===== src/rtl/adc_stream_packer.sv =====
// adc_stream_packer: captures ADC samples into a small FIFO and serializes one
// acquisition frame as a byte stream (header, then high/low byte per sample).
module adc_stream_packer #(
  parameter int unsigned FIFO_DEPTH = 16,
  parameter int unsigned ADDR_W     = 4,
  parameter logic [7:0]  HEADER     = 8'hA5
) (
  input  logic              clk,
  input  logic              rst,
  input  logic              arm,
  input  logic [11:0]       n_samples,
  input  logic [1:0]        ch_sel,
  input  logic [11:0]       adc_data,
  input  logic              adc_ready,
  output logic [7:0]        tx_data,
  output logic              tx_valid,
  input  logic              tx_ready,
  output logic              busy,
  output logic              done,
  output logic              overflow,
  output logic [ADDR_W:0]   fill
);

  localparam int unsigned PTR_W = ADDR_W + 1;

  localparam logic [2:0] ST_IDLE = 3'd0;
  localparam logic [2:0] ST_HDR  = 3'd1;
  localparam logic [2:0] ST_WAIT = 3'd2;
  localparam logic [2:0] ST_HI   = 3'd3;
  localparam logic [2:0] ST_LO   = 3'd4;

  logic [2:0]       state, stateNext;
  logic [11:0]      mem [FIFO_DEPTH];
  logic [PTR_W-1:0] wrPtr, rdPtr, wrPtrNext, rdPtrNext;
  logic             adcReadyQ;
  logic [11:0]      nReg, nRegNext;
  logic [1:0]       chReg, chRegNext;
  logic [11:0]      capCnt, capCntNext;
  logic [11:0]      txCnt, txCntNext;
  logic [7:0]       lowByte, lowByteNext;
  logic [7:0]       txDataNext;
  logic             txValidNext, busyNext, doneNext, overflowNext;
  logic             push, pop, sampleEvt, handshake;
  logic [11:0]      rdWord;

  assign rdWord    = mem[rdPtr[ADDR_W-1:0]];
  assign sampleEvt = adc_ready && !adcReadyQ;
  assign handshake = tx_valid && tx_ready;

  // Next-state, output and capture decisions
  always_comb begin
    stateNext    = state;
    txDataNext   = tx_data;
    txValidNext  = tx_valid;
    busyNext     = busy;
    doneNext     = 1'b0;
    overflowNext = overflow;
    nRegNext     = nReg;
    chRegNext    = chReg;
    capCntNext   = capCnt;
    txCntNext    = txCnt;
    lowByteNext  = lowByte;
    push         = 1'b0;
    pop          = 1'b0;

    case (state)
      ST_IDLE: begin
        if (arm && (n_samples != 12'd0)) begin
          nRegNext     = n_samples;
          chRegNext    = ch_sel;
          capCntNext   = 12'd0;
          txCntNext    = 12'd0;
          overflowNext = 1'b0;
          busyNext     = 1'b1;
          txDataNext   = HEADER;
          txValidNext  = 1'b1;
          stateNext    = ST_HDR;
        end
      end
      ST_HDR: begin
        if (handshake) begin
          txValidNext = 1'b0;
          stateNext   = ST_WAIT;
        end
      end
      ST_WAIT: begin
        if (txCnt == nReg) begin
          busyNext  = 1'b0;
          doneNext  = 1'b1;
          stateNext = ST_IDLE;
        end else if (fill != PTR_W'(0)) begin
          pop         = 1'b1;
          txDataNext  = {chReg, 2'b00, rdWord[11:8]};
          lowByteNext = rdWord[7:0];
          txValidNext = 1'b1;
          stateNext   = ST_HI;
        end
      end
      ST_HI: begin
        if (handshake) begin
          txDataNext = lowByte;
          stateNext  = ST_LO;
        end
      end
      ST_LO: begin
        if (handshake) begin
          txCntNext   = txCnt + 12'd1;
          txValidNext = 1'b0;
          stateNext   = ST_WAIT;
        end
      end
      default: stateNext = ST_IDLE;
    endcase

    // Capture window: only while a frame is active and samples are still owed
    if (sampleEvt && busy && (capCnt < nReg)) begin
      if (fill != PTR_W'(FIFO_DEPTH)) begin
        push       = 1'b1;
        capCntNext = capCnt + 12'd1;
      end else begin
        overflowNext = 1'b1;
      end
    end

    wrPtrNext = wrPtr + PTR_W'(push);
    rdPtrNext = rdPtr + PTR_W'(pop);
  end

  // State, control and output registers
  always_ff @(posedge clk or posedge rst) begin
    if (rst) begin
      state     <= ST_IDLE;
      wrPtr     <= '0;
      rdPtr     <= '0;
      fill      <= '0;
      adcReadyQ <= 1'b0;
      nReg      <= 12'd0;
      chReg     <= 2'b00;
      capCnt    <= 12'd0;
      txCnt     <= 12'd0;
      lowByte   <= 8'd0;
      tx_data   <= 8'd0;
      tx_valid  <= 1'b0;
      busy      <= 1'b0;
      done      <= 1'b0;
      overflow  <= 1'b0;
    end else begin
      state     <= stateNext;
      wrPtr     <= wrPtrNext;
      rdPtr     <= rdPtrNext;
      fill      <= wrPtrNext - rdPtrNext;
      adcReadyQ <= adc_ready;
      nReg      <= nRegNext;
      chReg     <= chRegNext;
      capCnt    <= capCntNext;
      txCnt     <= txCntNext;
      lowByte   <= lowByteNext;
      tx_data   <= txDataNext;
      tx_valid  <= txValidNext;
      busy      <= busyNext;
      done      <= doneNext;
      overflow  <= overflowNext;
    end
  end

  // Sample storage, written on the same edge the capture is accepted
  always_ff @(posedge clk) begin
    if (push) begin
      mem[wrPtr[ADDR_W-1:0]] <= adc_data;
    end
  end

endmodule


===== config.mk =====
export PLATFORM = sky130hd
export DESIGN_NAME = adc_stream_packer
export DESIGN_NICKNAME = d
export VERILOG_FILES = /design/src/rtl/adc_stream_packer.sv
export SDC_FILE = /design/constraint.sdc
export NUM_CORES = 1
export LEC_CHECK = 0
export BUFFER_PORTS_ARGS = -buffer_cell sky130_fd_sc_hd__buf_2
export CAP_MARGIN = 10
export CORE_MARGIN = 4
export CORE_UTILIZATION = 50
export DETAILED_ROUTE_END_ITERATION = 12
export HOLD_SLACK_MARGIN = 0.06
export PLACE_DENSITY = 0.67
export RECOVER_POWER = 50
export SYNTH_ARGS = -nofsm -noshare
export SYNTH_HDL_FRONTEND = slang
export SYNTH_SLANG_ARGS = --single-unit

===== constraint.sdc =====
create_clock -name clk -period 8.3 [get_ports clk]
set_clock_uncertainty 0.15 [all_clocks]
set_input_delay 0 -clock clk [delete_from_list [all_inputs] [get_ports clk]]
set_output_delay 0 -clock clk [all_outputs]
set_load 0.1 [all_outputs]

==> results of run 1 <==
[worst max-delay path: cells and delay by family]
family                 cells  cell delay [ns]
buffers and inverters      4             3.55
[power breakdown]
group	switching (W)	leakage, nW	internal, W
Combinational	0.000262	1.68	0.000110
Sequential	0.0000621	2.69	0.00153
Clock	0.000501	0.447	0.000719
[registers in the layout, summed over array words and instances (netlist names), 8 cells and up]
register  count
mem         192
txCnt        12
capCnt       12
tx_data       8
nReg         12
lowByte       8
[worst paths after layout]
check                             start       end  slack [ns]  depth (start not counted)
setup / recovery                    rst  rdPtr[0]        3.97                          4
hold / removal             n_samples[8]   nReg[8]         0.1                          4
setup reg to reg              capCnt[5]   fill[4]        4.17                         13
hold reg to reg                chReg[0]  chReg[0]        0.33                          2
max in group clk              capCnt[5]   fill[4]        4.17                         13
min in group asynchronous           rst  rdPtr[1]        1.46                          4
[cell families after synthesis]
| logic type | Yosys count |
|---|---|
| AOI/OAI and AO/OA | 63 |
| xor gates and xnor gates | 35 |
| adders and majority gates | 22 |
| buffers and inverters | 56 |
| DFF | 269 |
| muxes | 82 |
| and+or+nand+nor | 172 |
[metrics by stage]
step / cell area (sq um) / std cells
global route: 13100 / 1093
global placement: 11900 / 1009
detailed placement: 11900 / 1009
CTS: 13100 / 1093
finish: 13100 / 1093
floorplan: 11400 / 699
[layer usage]
layer	vias up	wire, microns	track usage, %
met3	53	1340	3.76
met5	-	0	0
li1	2865	-	-
met4	0	754	5.92
met2	180	11600	31.3
met1	3150	9840	25.6
[area by class of cell]
| class | count | area, sq um | area share [%] |
|---|---|---|---|
| clock buffers | 36 | 772 | 5.89 |
| flip-flops and latches | 269 | 7690 | 58.7 |
| well taps | 280 | 350 | 2.67 |
| inverters | 26 | 98.8 | 0.754 |
| multi-input cells | 374 | 3410 | 26.0 |
| clock inverters | 15 | 149 | 1.14 |
| repair buffers | 93 | 633 | 4.83 |
[Yosys cell counts, types with 9 or more instances]
master	number	share of area (%)
buf_2	11	0.48
clkbuf_1	9	0.30
dfrtp_1	77	17
edfxtp_1	192	51
ha_1	21	2.3
inv_1	25	0.83
mux2_2	15	1.5
mux2i_1	15	1.3
mux4_2	52	10
nand2_1	54	1.8
nand3_1	20	0.88
nor2_1	39	1.3
nor3_1	10	0.44
o21ai_0	21	0.93
xnor2_1	27	2.1
==> run_results.csv, run 1 <==
group,metric,value,unit
synth,synth_mux_area_share,13.1,%
synth,synth_cell_type_count,58,
status,outcome,"finished, violations left",
setup_path,worstPathArrival,3.57,ns
clock_network,clkSlewWorstSetupHoldPaths,0.06,ns
sta,min_period,4.33,ns
synth,synthSimpleGateAreaFrac,7.47,%
synth,syn-num-nets,752,
power,p_per_area,243,mW/mm^2
finish,num_antenna_cells,0,
clock_network,hold_buffers,33,
routing,drc,0,
setup_path,worstSetupStartpointType,"primary input",
synth,synth-compound-area-share,3.94,%
setup_path,worstPathMaxFanout,77,
sta,hold_ws,0.0955,ns
routing,drt_iter0_drc,412,
grt,antenna_found_initial,0,
setup_path,cp_slowest_stage_delay,2.87,ns
sta,fmax,231,MHz
routing,via_per_inst,5.72,
grt,grt_pass1_wl,37600,microns
floorplan,core_area,0.0221,sq mm
setup_path,cpMostUsedCell,"clkbuf_1",
setup_path,worstSetupEndpointType,"async pin",
sta,final.period_utilization,52.1,%
sta,setup_ws,3.97,ns
finish,nFillCells,1623,
synth,netlist_instances,699,
floorplan,die_w,159,microns
finish,finalNetCount,845,
setup_path,path_cells,"dlygate4sd3_1 > clkbuf_1 > clkinvlp_2 > clkbuf_1",
power,p_leak,4.82,nW
finish,drive_above_1_share,20.7,%
synth,avgSynthCellArea,16.2,sq um
grt,grt_pass1_vias,6574,
setup_path,worstSetupPathType,"in -> async",
status,violations,"capacitance limit, slew limit",
sta,timing.setup.tns,0,ns
sta,slew_headroom,-173,%
clock_network,post_cts_resized,0,
place,gp_congestion,0.884,
job,max-cap-violations,1,
synth,async_flop_share,28.6,%
grt,grt_usage,18.9,%
clock_network,cts_tree,"done",
clock_network,htree_levels,1,
routing,routed_wl,23500,microns
clock_network,clock_path_buffers,3,
routing,ant_nets,0,
power,vdd_ir_drop_max,0.000160,V
clock_network,cts_buffers,28,
finish,final_common_cell,"edfxtp_1",
setup_path,crit_required,7.54,ns
sta,slew_viol_final,78,
place,dp_hpwl,15000,microns
power,finalPower,0.00319,W
finish,areaGrowthSynthToFinish,15.4,%
synth,ys.warnings.count,0,
routing,num_vias,6248,
floorplan,die_area,0.0252,sq mm
finish,mostFrequentLayoutCells,"192 x edfxtp_1, 75 x dfrtp_1, 54 x nand2_1",
clock_network,clkSinkCount,269,
sta,worst_pin_slew,4.09,ns
sta,rsz0062_at_grt,"no",
synth,syn-cell-area,0.0114,sq mm
floorplan,io_pins,48,
sta,setup_viol,0,
routing,drtPass1Iterations,5,
synth,ys_seq_elements,269,
sta,hold_violations,0,
place,pre_cts_ws,4.17,ns
floorplan,chipHeight,159,microns
synth,synth-edff-count,192,
synth,synth_top_family_by_area,"multiplexers",
floorplan,start_util,51.4,%
synth,synth_flop_cell,"edfxtp_1",
grt,gr-total-overflow,0,
hold_path,hold_class,"in -> reg",
routing,wl_per_cell,21.5,microns
synth,yosysSeqAreaShare,67.7,%
setup_path,crit_slowest_cell,"clkbuf_1",
clock_network,clk_latency,0.56,ns
synth,synthXorXnorAreaFrac,2.70,%
clock_network,cts-root-buf,"clkbuf_16",
finish,fin_util,59.3,%
grt,grt_max_degree,78,
clock_network,cts_setup_buffers,0,
synth,synthAdderAreaFrac,2.49,%
place,io_buffers,47,
floorplan,rows,54,
Note: power is estimated with default switching activity, not from simulation.
==> run 2, diff against run 1 <==
==> constraint.sdc (replaced) <==
create_clock -name clk -period 4.5 [get_ports clk]
set_clock_uncertainty 0.15 [all_clocks]
set_input_delay 0 -clock clk [delete_from_list [all_inputs] [get_ports clk]]
set_output_delay 0 -clock clk [all_outputs]
set_load 0.1 [all_outputs]
==> run_results.csv, run 2 (synthesis gave the netlist of run 1 again) <==
group,metric,value,unit
status,outcome,"finished, violations left",
status,violations,"capacitance limit, slew limit",
sta,rsz0062_at_grt,"no",
setup_path,worstPathMaxFanout,12,
grt,grt_pass1_wl,39600,microns
grt,grt_max_degree,78,
power,p_comb_share,11.3,%
sta,setup_ws,0.897,ns
finish,areaGrowthSynthToFinish,17.2,%
clock_network,clock_path_buffers,3,
place,pre_cts_ws,0.918,ns
power,finalPower,0.00609,W
power,vdd_ir_drop_max,0.000424,V
power,intPower,0.00453,W
grt,gr-total-overflow,0,
finish,multi_input_area,0.00339,sq mm
routing,routed_wl,25400,microns
finish,drive_above_1_share,21.7,%
clock_network,cts_setup_buffers,0,
clock_network,clk_latency,0.55,ns
sta,final.period_utilization,80.1,%
grt,antenna_found_initial,0,
clock_network,post_cts_resized,0,
sta,slew_headroom,-25.7,%
floorplan,start_util,51.4,%
floorplan,die_area,0.0252,sq mm
place,dp_hpwl,15900,microns
power,power.share.sequential,48.4,%
finish,finalNetCount,862,
routing,drc,0,
sta,timing.setup.tns,0,ns
job,max-cap-violations,1,
power,power_frac_clock,40.3,%
hold_path,worst_hold_path.num_cells,4,
routing,num_vias,6522,
routing,wl_per_cell,22.9,microns
hold_path,hold_class,"in -> reg",
place,gp_congestion,0.883,
sta,worst_pin_slew,1.89,ns
setup_path,worstSetupPathType,"reg -> reg",
floorplan,io_pins,48,
routing,via_per_inst,5.88,
finish,final_common_cell,"edfxtp_1",
power,p_sw,0.00155,W
power,p_per_area,457,mW/mm^2
power,p_leak,4.96,nW
finish,mostFrequentLayoutCells,"192 x edfxtp_1, 75 x dfrtp_1, 54 x nand2_1",
floorplan,rows,54,
sta,slew_viol_final,78,
floorplan,chipHeight,159,microns
finish,num_antenna_cells,0,
routing,drt_iter0_drc,568,
floorplan,die_w,159,microns
routing,ant_nets,0,
setup_path,worstSetupStartpointType,"flip-flop",
clock_network,cts-root-buf,"clkbuf_16",
clock_network,cts_buffers,27,
sta,hold_violations,0,
finish,largest_reg_flops,192,
place,io_buffers,47,
sta,min_period,3.60,ns
clock_network,clkSinkCount,269,
setup_path,reg2regPathDepth,13,
finish,register_area,0.00769,sq mm
sta,fmax,278,MHz
clock_network,cts_tree,"done",
finish,nFillCells,1610,
setup_path,worstSetupEndpointType,"flip-flop",
power,p_sw_share,25.5,%
setup_path,worstPathArrival,3.91,ns
clock_network,clkSlewWorstSetupHoldPaths,0.06,ns
floorplan,core_area,0.0221,sq mm
sta,setup_viol,0,
clock_network,htree_levels,1,
setup_path,crit_required,4.81,ns
grt,grt_pass1_vias,6580,
grt,grt_usage,20.2,%
routing,drtPass1Iterations,7,
[run 2: final cells by class]
| cell class | count | area share (%) |
|---|---|---|
| Clock buffer | 27 | 5.08 |
| Tap cell | 280 | 2.63 |
| Clock inverter | 23 | 2.27 |
| Timing Repair Buffer | 111 | 6.00 |
| Sequential cell | 269 | 57.8 |
| Inverter | 26 | 0.743 |
| Multi-Input combinational cell | 374 | 25.5 |
[run 2: stage by stage]
stage / util (%) / instances / hold slack, ns / instance area (sq um)
3_5_place_dp: 54.2 / 1021 / -0.00516 / 12000
4_1_cts: 60.4 / 1110 / 0.0627 / 13300
2_1_floorplan: - / 699 / -0.119 / 11400
6_report: 60.3 / 1110 / 0.0970 / 13300
3_3_place_gp: 54.2 / 1021 / -0.00571 / 12000
5_1_grt: 60.3 / 1110 / 0.0934 / 13300
[run 2: path summary, 6_finish.rpt]
kind / from / endpoint / slack, ns
setup / recovery: fill[1] / fill[4] / 0.90
hold / removal: n_samples[1] / nReg[1] / 0.1
setup reg to reg: fill[1] / fill[4] / 0.90
hold reg to reg: overflow / overflow / 0.34
max in group asynchronous: rst / rdPtr[1] / 2.43
min in group asynchronous: rst / txCnt[4] / 0.52
[run 2: what timing repair did]
action	in CTS	in global routing
setup endpoints to repair	0	0
hold endpoints to repair	297	0
hold buffers	39	0
[run 2: power groups by stage]
stage	registers, W	logic (W)	clock network (W)
detailed placement	0.00299	0.000676	0
CTS	0.00294	0.000704	0.00250
global placement	0.00298	0.000664	0
floorplan	0.00313	0.000312	0
finish	0.00294	0.000690	0.00245
global route	0.00296	0.000743	0.00261
[run 2: routing by layer]
| metal | vias up | wire, microns | global-route usage (%) | part of all wire (%) |
|---|---|---|---|---|
| li1 | 2894 | - | - | - |
| met1 | 3368 | 10700 | 28.2 | 42 |
| met2 | 204 | 12600 | 33.6 | 50 |
| met3 | 56 | 1290 | 2.93 | 5.1 |
| met4 | 0 | 776 | 6.11 | 3.1 |
| met5 | - | 0 | 0 | 0 |
[run 2: worst max-delay path, stage by stage (launching register included)]
cell,delay (ns)
dfrtp_1,0.38
nor4_1,0.76
nand2b_1,0.18
nand2_1,0.12
nor2_1,0.05
buf_4,0.22
ha_1,0.22
ha_1,0.21
xnor2_1,0.31
ha_1,0.31
a21o_1,0.19
a21oi_1,0.17
xnor2_1,0.15
xnor2_1,0.13
==> run 3, diff against run 2 <==
--- a/config.mk
+++ b/config.mk
@@ -5,13 +5,14 @@
 export SDC_FILE = /design/constraint.sdc
 export NUM_CORES = 1
 export LEC_CHECK = 0
+export ABC_AREA = 1
 export BUFFER_PORTS_ARGS = -buffer_cell sky130_fd_sc_hd__buf_2
 export CAP_MARGIN = 10
 export CORE_MARGIN = 4
 export CORE_UTILIZATION = 50
 export DETAILED_ROUTE_END_ITERATION = 12
 export HOLD_SLACK_MARGIN = 0.06
-export PLACE_DENSITY = 0.67
+export PLACE_DENSITY = 0.69
 export RECOVER_POWER = 50
 export SYNTH_ARGS = -nofsm -noshare
 export SYNTH_HDL_FRONTEND = slang
==> constraint.sdc (replaced) <==
create_clock -name clk -period 3.3 [get_ports clk]
set_clock_uncertainty 0.15 [all_clocks]
set_input_delay 0 -clock clk [delete_from_list [all_inputs] [get_ports clk]]
set_output_delay 0 -clock clk [all_outputs]
set_load 0.1 [all_outputs]
==> run_results.csv, run 3 <==
group,metric,value,unit
synth,synth_top_family_by_area,"simple AND/OR/NAND/NOR gates",
sta,slew_viol_final,55,
routing,via_per_inst,5.26,
finish,largest_reg_flops,192,
synth,synth_cell_type_count,37,
synth,yosys.area.top_type,"edfxtp_1",
place,dp.cells,1544,
finish,stdcell_count,1651,
synth,synth_mux_area_share,0,%
routing,drt_iter0_drc,676,
floorplan,core_area,0.0236,sq mm
finish,nFillCells,1921,
synth,yosysSeqAreaShare,63.6,%
sta,setup_viol,0,
synth,syn-num-nets,1244,
place,io_buffers,47,
finish,mostFrequentLayoutCells,"272 x nand2_1, 192 x edfxtp_1, 130 x nor2_1",
place,gp_congestion,0.920,
sta,final.period_utilization,93.7,%
synth,avgSynthCellArea,10.2,sq um
place,dp_hpwl,16700,microns
sta,setup_ws,0.208,ns
power,p_leak,5.87,nW
finish,final_area,0.0142,sq mm
floorplan,start_util,51.2,%
sta,worst_pin_slew,2.40,ns
synth,synthTopCellsByCount,"272 x nand2_1, 192 x edfxtp_1, 130 x nor2_1",
grt,grt_usage,21.2,%
synth,ys_seq_elements,269,
clock_network,htree_levels,1,
routing,ant_nets,0,
synth,synthAdderAreaFrac,2.34,%
synth,async_flop_share,28.6,%
sta,slew_headroom,-60.6,%
floorplan,die_area,0.0267,sq mm
routing,routed_wl,27800,microns
finish,final_common_cell,"nand2_1",
synth,syn-cell-area,0.0121,sq mm
status,violations,"capacitance limit, slew limit",
place,pre_cts_ws,0.235,ns
setup_path,worstSetupStartpointType,"flip-flop",
sta,min_period,3.09,ns
floorplan,io_pins,48,
setup_path,worstPathArrival,3.40,ns
grt,antenna_found_initial,1,
setup_path,worstSetupPathType,"reg -> reg",
grt,grt_max_degree,116,
clock_network,clk_latency,0.54,ns
finish,drive_above_1_share,10.4,%
clock_network,cts_buffers,28,
setup_path,worstSetupEndpointType,"flip-flop",
finish,areaGrowthSynthToFinish,17.6,%
clock_network,clkSlewWorstSetupHoldPaths,0.06,ns
finish,finalNetCount,1362,
grt,grt_pass1_wl,44600,microns
synth,synth_top_area_share,47.7,%
synth,synthXorXnorAreaFrac,2.09,%
synth,netlist_instances,1191,
power,p_per_area,883,mW/mm^2
finish,fin_util,60.2,%
hold_path,hold_class,"reg -> reg",
synth,synth-edff-count,192,
clock_network,clkSinkCount,269,
job,max-cap-violations,1,
sta,hold_violations,0,
floorplan,chipHeight,164,microns
finish,multi_input_area,0.00370,sq mm
routing,drtPass1Iterations,5,
status,outcome,"finished, violations left",
synth,ys.warnings.count,0,
setup_path,crit_required,3.60,ns
synth,synth-compound-area-share,7.55,%
clock_network,cts-root-buf,"clkbuf_16",
routing,wl_per_cell,16.8,microns
synth,synthSimpleGateAreaFrac,18.5,%
sta,fmax,323,MHz
power,vdd_ir_drop_max,0.000600,V
setup_path,worstPathMaxFanout,5,
synth,synthTopCellsByArea,"edfxtp_1 48%, dfrtp_1 16%, nand2_1 8.4%, o21ai_0 4.8%, nor2_1 4.0%",
floorplan,die_w,164,microns
routing,num_vias,8680,
finish,register_area,0.00770,sq mm
place,place_area,0.0127,sq mm
clock_network,cts_tree,"done",
synth,synth_flop_cell,"edfxtp_1",
grt,grt_pass1_vias,8518,
clock_network,clock_path_buffers,3,
synth,synth_most_common_cell,"nand2_1",
floorplan,rows,56,
grt,gr-total-overflow,0,
routing,drc,0,
==> run 3: changes by cell type in the layout (fill, tap and decap cells not counted), moves of 20 or more <==
cell     delta
nor2_1     +91
a21oi_1    +24
o21ai_0    +96
o21ai_1    +20
inv_1      +85
nand2_1   +218
mux4_2     -52
nand3_1    +72
==> run 3: power breakdown <==
part | internal [W] | total (W) | switching, W
Clock | 0.00199 | 0.00327 | 0.00128
Sequential | 0.00411 | 0.00441 | 0.000301
Combinational | 0.00149 | 0.00488 | 0.00339
==> run 3: cells by family (layout without fill, tap and decap cells) <==
kind of cell,after synthesis,after routing
AND/OR/NAND/NOR,530,530
flip-flops,269,269
AO/OA/AOI/OAI,178,178
buffers and inverters,164,304
XOR/XNOR,28,28
adder cells (fa/ha/maj),22,22
other,0,1
==> run 3: path summary, 6_finish.rpt <==
| check | from | endpoint | slack, ns | cells after the start |
|---|---|---|---|---|
| setup reg to reg | txCnt[3] | fill[4] | 0.21 | 18 |
| min in group asynchronous | rst | done | 0.52 | 3 |
| hold reg to reg | tx_data[6] | tx_data[6] | 0.33 | 2 |
| hold / removal | tx_data[6] | tx_data[6] | 0.33 | 2 |
| max in group asynchronous | rst | rdPtr[0] | 0.97 | 4 |
| setup / recovery | txCnt[3] | fill[4] | 0.21 | 18 |
==> run 3: final cells by class <==
class | instances | area share, %
multi-input combinational | 758 | 26.0
clock inverter | 18 | 1.35
clock buffer | 34 | 5.48
timing repair buffer | 135 | 7.11
tap | 319 | 2.81
antenna | 1 | 0.0176
inverter | 117 | 3.11
sequential | 269 | 54.1
==> run 3: what timing repair did <==
action / in CTS / in global routing
hold buffers: 52 / 0
hold endpoints to repair: 298 / 0
buffers inserted: 0 / 2
endpoints found under the setup margin: 0 / 1
resized for setup: 0 / 2
==> run 3: worst max-delay path: stages, from the launching register on <==
cell	delay [ns]
dfrtp_1	0.44
inv_1	0.10
nand2_1	0.07
nand2_1	0.06
nor2_1	0.13
nand2_1	0.11
nor2_2	0.19
nand2_2	0.11
nand3_4	0.07
inv_1	0.08
ha_1	0.21
ha_1	0.33
fa_1	0.42
inv_2	0.08
nand2_1	0.05
nand2_1	0.05
a21oi_1	0.06
xnor2_1	0.18
xnor2_1	0.14
==> run 3: stage by stage <==
step	power (W)	hold slack, ns	TNS, ns
finish	0.0126	0.325	0
global route	0.0134	0.342	-0.00712
CTS	0.0126	0.0668	0
detailed placement	0.00911	0.00239	0
global placement	0.00903	0.00809	0
floorplan	0.00799	-0.119	0
==> run 3: per-layer routing <==
layer  part of all wire (%)  vias to the layer above  global-route usage, %
li1                       -                     4221                      -
met1                     43                     4121                   28.5
met2                     49                      276                   36.0
met3                    5.9                       62                   2.88
met4                    2.8                        0                   6.75
met5                      0                        -                      0
